[src/rtl/processing_element_ws.sv]
// Weight-stationary systolic PE: latches a weight in load mode, then multiplies each activation
// by it and accumulates locally while forwarding the activation one cycle later.
module processing_element_ws #(
  parameter int unsigned WORDWIDTH = 8
) (
  input  logic                 clk,
  input  logic                 reset_n,
  input  logic                 mode,
  input  logic [WORDWIDTH:0]   w_in,
  input  logic [WORDWIDTH:0]   a_in,
  output logic [WORDWIDTH:0]   a_out,
  output logic [4*WORDWIDTH:0] ps_out
);

  localparam int unsigned DataW = WORDWIDTH + 1;
  localparam int unsigned ProdW = 2 * DataW;
  localparam int unsigned AccW  = 4 * WORDWIDTH + 1;

  logic [DataW-1:0] w_q, w_d;
  logic [DataW-1:0] a_q, a_d;
  logic [AccW-1:0]  acc_q, acc_d;

  logic [ProdW-1:0] w_ext, a_ext, prod;
  logic [AccW-1:0]  prod_ext;

  // Sign-extend both operands so the truncated product equals the full signed product.
  always_comb begin
    w_ext    = {{DataW{w_q[DataW-1]}}, w_q};
    a_ext    = {{DataW{a_in[DataW-1]}}, a_in};
    prod     = w_ext * a_ext;
    prod_ext = {{(AccW - ProdW){prod[ProdW-1]}}, prod};
  end

  always_comb begin
    w_d   = w_q;
    a_d   = '0;
    acc_d = '0;
    if (mode) begin
      a_d   = a_in;
      acc_d = acc_q + prod_ext;  // wraps modulo 2^AccW
    end else begin
      w_d = w_in;
    end
  end

  always_ff @(posedge clk or negedge reset_n) begin
    if (!reset_n) begin
      w_q   <= '0;
      a_q   <= '0;
      acc_q <= '0;
    end else begin
      w_q   <= w_d;
      a_q   <= a_d;
      acc_q <= acc_d;
    end
  end

  assign a_out  = a_q;
  assign ps_out = acc_q;

endmodule

[config.mk]
export PLATFORM = sky130hd
export DESIGN_NAME = processing_element_ws
export DESIGN_NICKNAME = d
export VERILOG_FILES = /design/src/rtl/processing_element_ws.sv
export SDC_FILE = /design/constraint.sdc
export NUM_CORES = 1
export LEC_CHECK = 0
export ABC_AREA = 1
export CAP_MARGIN = 30
export CORE_MARGIN = 1
export CORE_UTILIZATION = 50
export CTS_CLUSTER_SIZE = 25
export DETAILED_ROUTE_END_ITERATION = 7
export HOLD_SLACK_MARGIN = 0.12
export PLACE_DENSITY_LB_ADDON = 0.12
export SYNTH_ARGS = -nofsm -noshare
export SYNTH_HDL_FRONTEND = slang
export SYNTH_SLANG_ARGS = --single-unit
[constraint.sdc]
create_clock -name clk -period 6.35 [get_ports clk]
set_clock_uncertainty 0.05 [all_clocks]
set_input_delay 0.9525 -clock clk [delete_from_list [all_inputs] [get_ports clk]]
set_output_delay 0.9525 -clock clk [all_outputs]
set_load 0.02 [all_outputs]
==> results of run 1 <==
## metal layers
layer  wire length (µm)  vias to the layer above  track usage (%)  share of wire (%)
li1                   -                     3218                -                  -
met1               8360                     3159             36.3                 44
met2               9230                      156             47.1                 49
met3                924                       35             4.39                4.9
met4                312                        0             5.93                1.7
met5                  0                        -                0                  0
## placed cells by master, fill, tap and decap left out, drive strengths merged
cell	count
a21boi	3
ha	72
o21bai	6
o21ai	41
fa	71
nand4	5
clkbuf	9
nor2	70
nor3	8
nand2b	1
o21a	2
and2	1
a21oi	74
o211ai	1
xor2	7
clkinv	2
nand2	236
buf	147
a21o	5
and3	1
clkdlybuf4s50	52
nand3	35
nor4	2
xnor2	6
dfrtp	51
a221oi	1
or2	1
a31oi	4
inv	190
## timing repair
| action | 4_1_cts | 5_1_grt |
|---|---|---|
| gates cloned | 1 | 1 |
| hold endpoints to repair | 0 | 0 |
| pin swaps | 43 | 70 |
| setup buffers | 6 | 13 |
| resized for setup | 110 | 109 |
| setup endpoints to repair | 22 | 22 |
## cell families after synthesis
kind of cell	count (synthesis)	synth area share, %
buffers and inverters	212	11.9
AOI/OAI and AO/OA	137	11.1
adders and majority gates	143	34.4
and+or+nand+nor	360	21.9
DFF	51	18.9
xor gates and xnor gates	13	1.69
## synth_stat cells, drive strengths merged, types with 2 or more instances
cell type and number:
nand4 5, a21oi 74, a21o 5, a31oi 4, a21boi 3, buf 2
o21ai 41, nor2 70, nand2 236, nor4 2, ha 72, clkbuf 21
o21a 2, xor2 7, nor3 8, xnor2 6, dfrtp 51, fa 71
inv 188, nand3 35, o21bai 6
## worst max-delay path by stage
stage | startpoint | cells past startpoint | to | slack [ps]
global route | a_in[0] | 31 | ps_out[17] | -50
detailed placement | a_in[8] | 26 | ps_out[32] | -880
CTS | a_in[8] | 30 | ps_out[23] | 7
floorplan | a_in[3] | 25 | ps_out[22] | -6
finish | a_in[8] | 29 | ps_out[17] | 170
global placement | a_in[8] | 26 | ps_out[32] | -880
## critical path: cells and delay by family
kind,cells,cell delay [ps]
xor+xnor,1,60
buf+inv,8,700
compound gates,1,190
fa+ha+maj,7,3080
simple gates,12,1310
## state kept, by name (all words and copies together) (netlist names)
| name | cells |
|---|---|
| ps_out | 33 |
| w_q | 9 |
| a_out | 9 |
## metrics by stage
stage	area (µm²)	std cells	TNS, ps	hold slack [ps]
2_1_floorplan	6800	916	-6.00	607
3_3_place_gp	8470	1252	-16270	515
3_5_place_dp	8470	1252	-16980	529
4_1_cts	9140	1267	0	549
5_1_grt	9540	1280	-223	606
6_report	9540	1280	0	544
## final cells by class
class / instances / area [µm²]
inverters: 189 / 712
flip-flops and latches: 51 / 1280
well taps: 176 / 220
clock inverters: 3 / 28.8
multi-input cells: 653 / 5460
clock buffers: 5 / 125
repair buffers: 203 / 1720
fillers: 1054 / 3650
==> qor.yml, run 1 <==
run_status:
  status: "finished clean"
hold_path:
  holdCritStartpoint: "ps_out[0]"
  hold_path_class: "reg -> reg"
  min_path_cells: 3
  hold_end: "ps_out[0]"
drt:
  drt-wirelength-per-cell_um: 14.7
  dr.pass1.iters: 5
  routed_wirelength_mm: 18.8
  drt_first_iter_violations: 319
  viasPerCell: 5.13
  route.detailed.drc: 0
  route.vias.total: 6568
  drtAntennaViolNets: 0
floorplanning:
  die_w_um: 118
  ios: 63
  die_h_um: 118
  core_area_um2: 13200
  start_util_pct: 51.1
  die-area_um2: 14000
  num_rows: 42
worst_setup_path:
  worstSetupPathType: "in -> reg"
  slowest_delay_ps: 550
  cp_max_fo: 4
  slowest_stage: "fa_1"
  cp.required_ps: 6470
  reg2reg_setup_slack_ps: 280
  regToRegStartpoint: "w_q[3]"
  r2r-end: "ps_out[17]"
  crit_path_end_kind: "flip-flop"
  start_kind: "input pin"
  arrival_ps: 6290
  r2r_cells: 27
  critPathMostFrequentCell: "fa_1"
timing:
  hold_viol: 0
  slew_viol_final: 0
  slew_headroom_pct: 50.7
  worstMarginPinSlew_ps: 738
  finalCritPeriodShare_pct: 97.3
  max_freq_mhz: 162
  rsz0062_at_grt: "true"
  layout_min_cycle_time_ps: 6180
  finalWorstSetupSlack_ps: 173
  setup_viol: 0
clock_network:
  clock_latency_ps: 310
  postCtsHoldBufs: 0
  htree_levels: 2
  max-clock-path-buffers: 2
  clock-root-buffer: "clkbuf_16"
  cts_buffers: 5
  clock_sinks: 51
  path_clk_slew_ps: 90
  cts_tree: "done"
final_layout:
  nNetsFinal: 1267
  area_delta_synth_final_pct: 41.5
  fin_util_pct: 72.3
  drive_above_1_share_pct: 28.2
  antenna_cells: 0
synth:
  ys_seq_area_share_pct: 18.9
  async_flop_share_pct: 100
  synth_top_area_share_pct: 21.1
  synth_area_per_cell_um2: 7.36
  ys.flop_type: "dfrtp_1"
  synth_edf_count: 0
  synth_cell_types: 36
  synthCells: 916
  post-synth-top-area-cell: "fa_1"
  ys_ff_latch: 51
  netlist_area_um2: 6750
  ys.warnings.count: 0
  synth_nets: 1080
  yosys-top-cells-area: "fa_1 (21%), dfrtp_1 (19%), ha_1 (13%)"
grt:
  antenna_found_initial: 0
  grt_pass1_wl_mm: 30.6
  grt_pass1_vias: 6509
  grt_use_total_pct: 27.4
  grt_max_degree: 52
  grt-ovfl-total: 0
placement:
  hpwlAfterDp_mm: 14.1
  place_ws_ps: -883
  io_buffers: 62
  place.gp.congestion: 0.900
flow_run:
  max-cap-violations: 0
Power of run 1 is left out: the tool's default activity adds up to more than one toggle a clock period on the data nets, which glitch-free logic cannot reach.
==> run 2, diff against run 1 <==
--- a/config.mk
+++ b/config.mk
@@ -11,6 +11,7 @@
 export CORE_UTILIZATION = 50
 export CTS_CLUSTER_SIZE = 25
 export DETAILED_ROUTE_END_ITERATION = 7
+export DONT_BUFFER_PORTS = 1
 export HOLD_SLACK_MARGIN = 0.12
 export PLACE_DENSITY_LB_ADDON = 0.12
 export SYNTH_ARGS = -nofsm -noshare
==> run 2 against run 1 <==
Via count decreased by 6.5%. Worst hold slack got worse by 270 ps. Final cell count decreased by 9.0%. Global-route usage decreased by 0.73 points. First-iteration DRC count unchanged. Die area unchanged. Critical path depth decreased by 7. Register-to-register slack got worse by 30 ps. Maximum frequency decreased by 0.75%. Wire length decreased by 3.4%. Non-clock buffer count decreased by 116. Core utilization decreased by 10 points. Critical path type unchanged. Highest routed layer unchanged.
==> qor.yml, run 2 (synthesis results as in run 1) <==
placement:
  io_buffers: 0  # -100%
  place.gp.congestion: 0.958  # +6.4%
  placed_cell_area_um2: 7500  # -11%
  place_ws_ps: -436  # +447 ps
  hpwlAfterDp_mm: 14.4  # +1.6%
final_layout:
  layout_commonest_cell: "nand2_1"
  layout_common_cells: "nand2_1 (219), inv_1 (185), buf_4 (87), fa_1 (68)"
  final_cell_area_um2: 8160  # -14%
  largest_reg_flops: 33  # unchanged
  antenna_cells: 0  # unchanged
  area_delta_synth_final_pct: 21.0
  drive_above_1_share_pct: 19.4  # -8.8 points
  fin_util_pct: 61.9  # -10 points
  nNetsFinal: 1152  # -9.1%
  nFillCells: 1230  # +17%
timing:
  finalHoldWorstSlack_ps: 270  # -274 ps
  slew_headroom_pct: 54.2  # +3.5 points
  rsz0062_at_grt: "true"
  finalWorstSetupSlack_ps: 126  # -46.5 ps
  slew_viol_final: 0  # unchanged
  finalCritPeriodShare_pct: 98.0  # +0.73 points
  max_freq_mhz: 161  # -0.75%
  hold_viol: 0  # unchanged
  worstMarginPinSlew_ps: 686  # -52.4 ps
  setup_viol: 0  # unchanged
  layout_min_cycle_time_ps: 6220  # +46.5 ps
worst_setup_path:
  start_kind: "input pin"
  cp_cell_sequence: "clkinv_2 > or2_2 > fa_1 > fa_1 > inv_1 > fa_1 > fa_1 > fa_1 > ha_4 > a21oi_4 > nor2_1 > nor3_2 > o21ai_2 > xor2_1 > ha_2 > nand2_4 > o21ai_1 > buf_4 > a21oi_1 > nand2b_1 > a31oi_1 > nor2_1"
  cp.required_ps: 6510  # +40 ps
  cp_max_fo: 6  # +2
  slowest_stage: "fa_1"
  r2r_cells: 21  # -22%
  worstSetupPathType: "in -> reg"
  crit_path_end_kind: "flip-flop"
  slowest_delay_ps: 620  # +70 ps
  arrival_ps: 6380  # +90 ps
  critPathMostFrequentCell: "fa_1"
floorplanning:
  start_util_pct: 51.1  # unchanged
  die_w_um: 118  # unchanged
  num_rows: 42  # unchanged
  die-area_um2: 14000  # unchanged
  die_h_um: 118  # unchanged
  ios: 63  # unchanged
  core_area_um2: 13200  # unchanged
drt:
  drtAntennaViolNets: 0  # unchanged
  routed_wirelength_mm: 18.2  # -3.4%
  dr.pass1.iters: 4  # -1
  route.vias.total: 6144  # -6.5%
  drt_first_iter_violations: 319  # unchanged
  route.detailed.drc: 0  # unchanged
  viasPerCell: 5.27  # +2.8%
  drt-wirelength-per-cell_um: 15.6  # +6.2%
flow_run:
  max-cap-violations: 0  # unchanged
grt:
  grt_use_total_pct: 26.7  # -0.73 points
  grt_pass1_vias: 6154  # -5.5%
  antenna_found_initial: 0  # unchanged
  grt-ovfl-total: 0  # unchanged
  grt_pass1_wl_mm: 29.7  # -2.9%
  grt_max_degree: 52  # unchanged
clock_network:
  clock_sinks: 51  # unchanged
  clock-root-buffer: "clkbuf_16"
  max-clock-path-buffers: 2  # unchanged
  htree_levels: 2  # unchanged
  cts_buffers: 5  # unchanged
  path_clk_slew_ps: 90  # about the same
  cts_tree: "done"
  clock_latency_ps: 320  # about the same
hold_path:
  hold_path_class: "in -> async"
run_status:
  status: "finished clean"
## run 2: worst max-delay path, delay by kind of cell
family                     cells  cell delay (ps)
xor gates and xnor gates       1              190
buffers and inverters          3              250
AOI/OAI and AO/OA              5              790
and+or+nand+nor                6              930
adders and majority gates      7             3280
## run 2: cell type report
class,count,area [µm²],area share [%]
Multi-Input combinational cell,654,5150,63.1
Sequential cell,51,1280,15.7
Inverter,189,711,8.70
Timing Repair Buffer,87,653,8.00
Tap cell,176,220,2.70
Clock buffer,5,125,1.53
Clock inverter,3,27.5,0.337
## run 2: routing by layer
layer | track usage (%) | vias up | part of all wire [%]
li1 | - | 2986 | -
met1 | 35.0 | 2966 | 43
met2 | 45.1 | 169 | 49
met3 | 5.60 | 23 | 6.6
met4 | 5.77 | 0 | 1.8
met5 | 0 | - | 0
## run 2: path summary, 6_finish.rpt
kind | startpoint | end | slack, ps
min in group clk | w_q[8] | w_q[8] | 590
worst max-delay path | a_in[8] | ps_out[26] | 130
max in group asynchronous | reset_n | w_q[8] | 5870
worst min-delay path | reset_n | ps_out[26] | 270
worst max register to register | w_q[6] | ps_out[26] | 250
worst min register to register | w_q[8] | w_q[8] | 590
## run 2: stage by stage
stage                     cells  setup TNS (ps)
final                      1165               0
after global routing       1165            -557
after CTS                  1155               0
after detailed placement   1146           -6490
after global placement     1146           -3030
after floorplan             916           -6.00
## run 2: repair_timing
item                                    4_1_cts  5_1_grt
hold buffers                                  0        0
pin swaps                                     1       34
cloned                                        0        1
buffers inserted                              1        9
resized for setup                             7       99
endpoints found under the setup margin       11       20
Power of run 2 is left out for the same reason.
==> run 3, diff against run 2 <==
--- a/config.mk
+++ b/config.mk
@@ -13,7 +13,7 @@
 export DETAILED_ROUTE_END_ITERATION = 7
 export DONT_BUFFER_PORTS = 1
 export HOLD_SLACK_MARGIN = 0.12
-export PLACE_DENSITY_LB_ADDON = 0.12
+export PLACE_DENSITY = 0.75
 export SYNTH_ARGS = -nofsm -noshare
 export SYNTH_HDL_FRONTEND = slang
 export SYNTH_SLANG_ARGS = --single-unit
==> run 3 against run 2 <==
Worst hold slack improved by 6.4 ps. Worst setup slack improved by 96 ps. Wire length fell by 5.9%. Core utilization shrank 1.6 points. Sequential share of layout area increased by 0.39 points. First-iteration DRC count is 7.2% lower. Critical path depth rose by 5. Count of clock-buffer cells in the layout stayed put. Sequential cell count unchanged. Non-clock buffer count shrank 7. Global-route usage shrank 1.5 points.
==> qor.yml, run 3 (synthesis results as in run 1) <==
run_status:
  status: "finished clean"
timing:
  finalHoldWorstSlack_ps: 276  # +6.39 ps
  hold_viol: 0  # unchanged
  finalCritPeriodShare_pct: 96.5  # -1.5 points
  rsz0062_at_grt: "true"
  worstMarginPinSlew_ps: 644  # -41.3 ps
  setup_viol: 0  # unchanged
  layout_min_cycle_time_ps: 6130  # -96.1 ps
  slew_headroom_pct: 57.0  # +2.8 points
  slew_viol_final: 0  # unchanged
  max_freq_mhz: 163  # +1.6%
grt:
  grt_use_total_pct: 25.2  # -1.5 points
  grt_pass1_wl_mm: 28.1  # -5.2%
  antenna_found_initial: 0  # unchanged
  grt_pass1_vias: 5929  # -3.7%
  grt_max_degree: 52  # unchanged
  grt-ovfl-total: 0  # unchanged
clock_network:
  clock_sinks: 51  # unchanged
  htree_levels: 2  # unchanged
  clock-root-buffer: "clkbuf_16"
  max-clock-path-buffers: 2  # unchanged
  cts_buffers: 5  # unchanged
  path_clk_slew_ps: 80  # about the same
  clock_latency_ps: 310  # about the same
  cts_tree: "done"
worst_setup_path:
  arrival_ps: 6280  # -100 ps
  cp.required_ps: 6500  # about the same
  crit_buf_inv: 5  # +2
  critPathMostFrequentCell: "fa_1"
  slowest_stage: "fa_1"
  cp_max_fo: 8  # +2
  slowest_delay_ps: 550  # -70 ps
  critPathTopFamily: "adder cells"
  crit_path_end_kind: "flip-flop"
  worstSetupPathType: "in -> reg"
  start_kind: "input pin"
floorplanning:
  die_w_um: 118  # unchanged
  ios: 63  # unchanged
  core_area_um2: 13200  # unchanged
  die-area_um2: 14000  # unchanged
  start_util_pct: 51.1  # unchanged
  num_rows: 42  # unchanged
  die_h_um: 118  # unchanged
final_layout:
  multi_input_area_um2: 5000  # -2.8%
  layout_common_cells: "nand2_1 (222), inv_1 (187), buf_4 (80), fa_1 (68), ha_1 (63)"
  drive_above_1_share_pct: 17.0  # -2.4 points
  regArea_um2: 1280  # about the same
  antenna_cells: 0  # unchanged
  layout_commonest_cell: "nand2_1"
  area_delta_synth_final_pct: 18.0
  nNetsFinal: 1145  # -0.61%
  stdcell_count: 1158  # -0.60%
  nFillCells: 1155  # -6.1%
  largest_reg_flops: 33  # unchanged
drt:
  route.vias.total: 6049  # -1.5%
  drtAntennaViolNets: 0  # unchanged
  dr.pass1.iters: 4  # unchanged
  viasPerCell: 5.22  # -0.95%
  route.detailed.drc: 0  # unchanged
  drt_first_iter_violations: 296  # -7.2%
  routed_wirelength_mm: 17.1  # -5.9%
  drt-wirelength-per-cell_um: 14.8  # -5.4%
placement:
  io_buffers: 0  # unchanged
  dpl.cell_count: 1146  # unchanged
  hpwlAfterDp_mm: 13.5  # -6.0%
  place.gp.congestion: 0.942  # -1.7%
flow_run:
  max-cap-violations: 0  # unchanged
hold_path:
  hold_path_class: "in -> async"
-- run 3: through the flow --
step	utilization [%]	setup slack (ps)	TNS (ps)	cell area [µm²]
5_1_grt	60.3	-31.1	-31.1	7960
4_1_cts	58.1	24.3	0	7660
6_report	60.3	222	0	7960
3_5_place_dp	56.9	-379	-4410	7500
2_1_floorplan	-	-6.00	-6.00	6800
3_3_place_gp	56.9	-293	-2940	7500
-- run 3: cell type report --
cell class	count	area share (%)
Sequential cell	51	16.1
Clock buffer	5	1.57
Clock inverter	3	0.283
Multi-Input combinational cell	654	62.9
Timing Repair Buffer	80	7.55
Inverter	189	8.93
Tap cell	176	2.77
-- run 3: path summary, 6_finish.rpt --
| check | cells after the start | from | to | slack [ps] |
|---|---|---|---|---|
| setup / recovery | 27 | a_in[8] | ps_out[22] | 220 |
| hold / removal | 0 | reset_n | ps_out[31] | 280 |
| setup reg to reg | 26 | w_q[5] | ps_out[19] | 360 |
| hold reg to reg | 2 | w_q[8] | w_q[8] | 600 |
| max in group asynchronous | 0 | reset_n | w_q[8] | 5870 |
| min in group clk | 2 | w_q[8] | w_q[8] | 600 |
-- run 3: routing by layer --
layer	vias up	routed length, µm	GRT usage, %
met4	0	435	6.81
met1	2873	7370	32.2
met3	37	1130	5.98
met5	-	0	0
met2	173	8170	42.5
li1	2966	-	-
-- run 3: what timing repair did --
| item | 4_1_cts | 5_1_grt |
|---|---|---|
| pin swaps | 0 | 30 |
| endpoints found under the setup margin | 4 | 20 |
| buffers inserted | 0 | 3 |
| resized for setup | 3 | 69 |
| hold buffers | 0 | 0 |
| cloned | 0 | 1 |
Power of run 3 is left out for the same reason.
